**src/rtl/crc16_frame_checker_pkg.sv**
```systemverilog
// Shared CRC-16 definitions: polynomial, init value, checker FSM states and
// the word-wide CRC update used by both the generator and the checker.
package crc16_pkg;

    localparam logic [15:0] CRC16_POLY = 16'h8005;
    localparam logic [15:0] CRC16_INIT = 16'h0000;

    typedef enum logic [1:0] {
        IDLE = 2'd0,
        RX   = 2'd1,
        DROP = 2'd2
    } state_e;

    // MSB-first, non-reflected, no final XOR.
    function automatic logic [15:0] crc16_step(input logic [15:0] crc,
                                               input logic [15:0] d,
                                               input logic [15:0] poly);
        logic [15:0] c;
        logic        fb;
        c = crc;
        for (int i = 15; i >= 0; i--) begin
            fb = c[15] ^ d[i];
            c  = {c[14:0], 1'b0} ^ (fb ? poly : 16'h0000);
        end
        return c;
    endfunction

endpackage

```
**src/rtl/crc16_frame_checker_word_step.sv**
```systemverilog
// Combinational one-word CRC-16 update.
module crc16_word_step
    import crc16_pkg::*;
#(
    parameter logic [15:0] POLY = CRC16_POLY
) (
    input  logic [15:0] crc_i,
    input  logic [15:0] data_i,
    output logic [15:0] crc_o
);

    assign crc_o = crc16_step(crc_i, data_i, POLY);

endmodule

```
**config.mk**
```make
export PLATFORM = sky130hd
export DESIGN_NAME = crc16_word_step
export DESIGN_NICKNAME = d
export VERILOG_FILES = /design/src/rtl/crc16_frame_checker_pkg.sv /design/src/rtl/crc16_frame_checker_word_step.sv
export SDC_FILE = /design/constraint.sdc
export NUM_CORES = 1
export LEC_CHECK = 0
export CAP_MARGIN = 25
export CORE_MARGIN = 2
export CORE_UTILIZATION = 29
export DETAILED_ROUTE_END_ITERATION = 6
export PLACE_DENSITY = 0.92
export SETUP_SLACK_MARGIN = 0.02
export SYNTH_ARGS = -nofsm -noshare
export SYNTH_HDL_FRONTEND = slang
export SYNTH_SLANG_ARGS = --single-unit
```
**constraint.sdc**
```tcl
create_clock -name vclk -period 2.5
set_clock_uncertainty 0.05 [all_clocks]
set_input_delay 0.5 -clock vclk [all_inputs]
set_output_delay 0.5 -clock vclk [all_outputs]
set_load 0.005 [all_outputs]
```
==> impl_metrics.ini, run 1 <==
[status]
outcome = stopped before the end
haltStage = clock tree synthesis
toolErrorMsg = [ERROR DPL-0033] detailed placement checks failed during check placement.

[yosys]
cell_count_after_synthesis = 42
ys_types = 6
list_of_most_frequent_post_synthesis_cells = 23 x xnor2_1, 13 x xor2_1, 3 x xnor2_2
seq_area_frac_synth = 0
synth_area_leader_cell = xnor2_1
most_numerous_cell_in_the_yosys_netlist = xnor2_1
synth_warnings = 0
postSynthNetCount = 74
synth.area.top_cells = xnor2_1 46%, xor2_1 26%, xnor2_2 11%, xnor3_2 5.5%, xor3_1 5.5%
mappedNetlistArea_sq_um = 434
post_synth.cell_area_avg_sq_um = 10.3
synth.top_cell.area_share = 0.464

[cts]
cts_hold_buffers = 0
cts_repair_resize_count = 121
cts.repair_timing.setup_buffer_count = 18

[floorplan]
placement_rows = 13
die_height_um = 42.7
die_width_um = 42.7
ioPinCount = 48
initial_utilization = 0.322

[placement]
place_hpwl_um = 1250
routabilityCongestion = 0.709
port-buffer-count = 48
-- metrics by stage --
step	std cells	hold WS, ns	cell area [sq um]	setup TNS [ns]	worst slack, ns
detailed placement	127	2.10	1130	-4.21	-1.04
global placement	127	2.11	1130	-3.74	-0.992
floorplan	42	1.12	468	0	0.0290
-- logic make-up after synthesis --
family	after synthesis	synth area share
xor+xnor	42	1.00
==> inputs of run 2 (changes only) <==
--- a/config.mk
+++ b/config.mk
@@ -6,11 +6,10 @@
 export NUM_CORES = 1
 export LEC_CHECK = 0
 export CAP_MARGIN = 25
-export CORE_MARGIN = 2
-export CORE_UTILIZATION = 29
+export CORE_AREA = 2 2 63 65
 export DETAILED_ROUTE_END_ITERATION = 6
-export PLACE_DENSITY = 0.92
-export SETUP_SLACK_MARGIN = 0.02
+export DIE_AREA = 0 0 65 67
+export PLACE_DENSITY_LB_ADDON = 0.15
 export SYNTH_ARGS = -nofsm -noshare
 export SYNTH_HDL_FRONTEND = slang
 export SYNTH_SLANG_ARGS = --single-unit
==> impl_metrics.ini, run 2 <==
[status]
failed_checks = negative setup slack
outcome = finished with violations

[yosys]
mappedNetlistArea_sq_um = 434
post_synth.cell_area_avg_sq_um = 10.3
ys_types = 6
synth.top_cell.area_share = 0.464
cell_count_after_synthesis = 42
synth_warnings = 0
synth_area_leader_cell = xnor2_1
most_numerous_cell_in_the_yosys_netlist = xnor2_1
list_of_most_frequent_post_synthesis_cells = 23 x xnor2_1, 13 x xor2_1, 3 x xnor2_2
postSynthNetCount = 74
seq_area_frac_synth = 0
synth.area.top_cells = xnor2_1 46%, xor2_1 26%, xnor2_2 11%, xnor3_2 5.5%, xor3_1 5.5%

[timing]
setup_viol = 3
finalHoldViolations = 0
final.setup.tns_ns = -0.383
timing.slew.headroom = 0.848
final_max_slew_viol_count = 0
finalHoldWorstSlack_ns = 1.73
layout_worst_path_cycle_share = 1.06
layout_setup_ws_ns = -0.138
finalWorstPathRequiredPeriod_ns = 2.64
fmax_ghz = 0.379
worst-slew-pin-transition_ns = 0.227
grt_setup_unrepaired = yes

[global_routing]
grt_antenna_before_repair = 0
gr-usage-met1 = 0.0856
gr-max-usage-layer = met2
grt_util_all_layers = 0.0686
grt_start_max_net_pins = 4
globalRouteMet2Util = 0.137
grt_pass1_vias = 607
total_global_routing_overflow = 0
grt_pass1_wl_um = 2460
grt_use_met3 = 0.00338

[drt]
drt-initial-drc-count = 2
final_antenna_net_count = 0
drt_drc_violations_left = 0
routed_wl_um = 1510
detail_route.vias_per_cell = 3.25
dr_total_vias = 575
post_drt_wl_per_cell_um = 8.51
first_pass_iters = 2

[worst_setup_path]
start_kind = input pin
worstPathMaxFanout = 3
timing.critical_path.required_ns = 1.95
worst-endpoint-arrival_ns = 2.09
critPathKind = in -> out
critical_path_end_type = output pin

[cells_and_area]
syn_to_final_growth_pct = 238
diodes = 0
final-seq-area_sq_um = 0
fin_nets = 163
drive_gt1_frac = 0.705
final_cell_mix = 36 x buf_4, 13 x xnor2_2, 13 x buf_2
clockBufferCount = 0
finish.utilization = 0.407
n_sequential_cell = 0
final_common_cell = buf_4

[floorplan]
initial_utilization = 0.120
die_height_um = 67
placement_rows = 22
ioPinCount = 48
die_width_um = 65
overall_die_area_sq_um = 4360
coreArea_sq_um = 3610

[pwr]
peakVddDrop_mv = 0.272
totalPowerFinal_uw = 933
p_leak_uw = 0.000697
pwr_density_cell_nw_per_um2 = 636

[min_path]
hold-path-endpoint = crc_o[9]
hold_depth = 5
worst_hold_class = in -> out
timing.hold.worst.start = crc_i[7]

[placement]
preCtsSetupSlack_ns = -1.11
port-buffer-count = 48
place_hpwl_um = 1200
routabilityCongestion = 0.629

[cts]
cts_hold_buffers = 0

[flow_run]
cap_viol_max_count = 0
run 2: layout make-up:
type	count	area, sq um
timing repair buffer	87	721
fill	381	2140
tap	48	60.1
multi-input combinational	42	686
run 2: logic make-up (layout without fill, tap and decap cells):
group                  count (synthesis)  after routing  share of synthesized area
buffers and inverters                  0             87                          0
XOR/XNOR                              42             42                       1.00
run 2: layer usage:
layer | up-vias | part of all wire | wire, um
li1 | 298 | - | -
met1 | 256 | 0.37 | 564
met2 | 21 | 0.57 | 853
met3 | 0 | 0.059 | 89
met4 | 0 | 0 | 0
met5 | - | 0 | 0
run 2: stage by stage:
step | cell area (sq um) | instances
6_report | 1470 | 177
4_1_cts | 1380 | 173
3_3_place_gp | 1170 | 160
3_5_place_dp | 1170 | 160
2_1_floorplan | 468 | 42
5_1_grt | 1470 | 177
run 2: worst max path at each step:
| stage | startpoint | to | slack, ns | depth (start not counted) |
|---|---|---|---|---|
| floorplan | crc_i[13] | crc_o[0] | 0.03 | 5 |
| global placement | data_i[14] | crc_o[0] | -1.10 | 7 |
| detailed placement | data_i[14] | crc_o[0] | -1.11 | 7 |
| CTS | data_i[10] | crc_o[1] | -0.18 | 8 |
| global route | data_i[11] | crc_o[0] | -0.22 | 8 |
| finish | data_i[11] | crc_o[0] | -0.14 | 8 |
run 2: power breakdown:
group / leakage [uW] / switching [uW] / internal (uW) / total, uW
sequential: 0 / 0 / 0 / 0
combinational: 0.000697 / 314 / 619 / 933
clock: 0 / 0 / 0 / 0
total: 0.000697 / 314 / 619 / 933
run 2: repair_timing:
| action | in CTS | in global routing |
|---|---|---|
| setup endpoints to repair | 15 | 3 |
| gates resized for setup | 134 | 13 |
| pin swaps | 33 | 8 |
| setup buffers | 13 | 4 |
run 2: worst max-delay path, stage by stage:
cell	delay, ns
buf_8	0.10
xnor2_4	0.18
xor2_2	0.17
xor3_1	0.43
xnor3_2	0.28
buf_4	0.16
xnor2_2	0.12
buf_2	0.13
No activity file was read; power rests on OpenSTA's default activity.
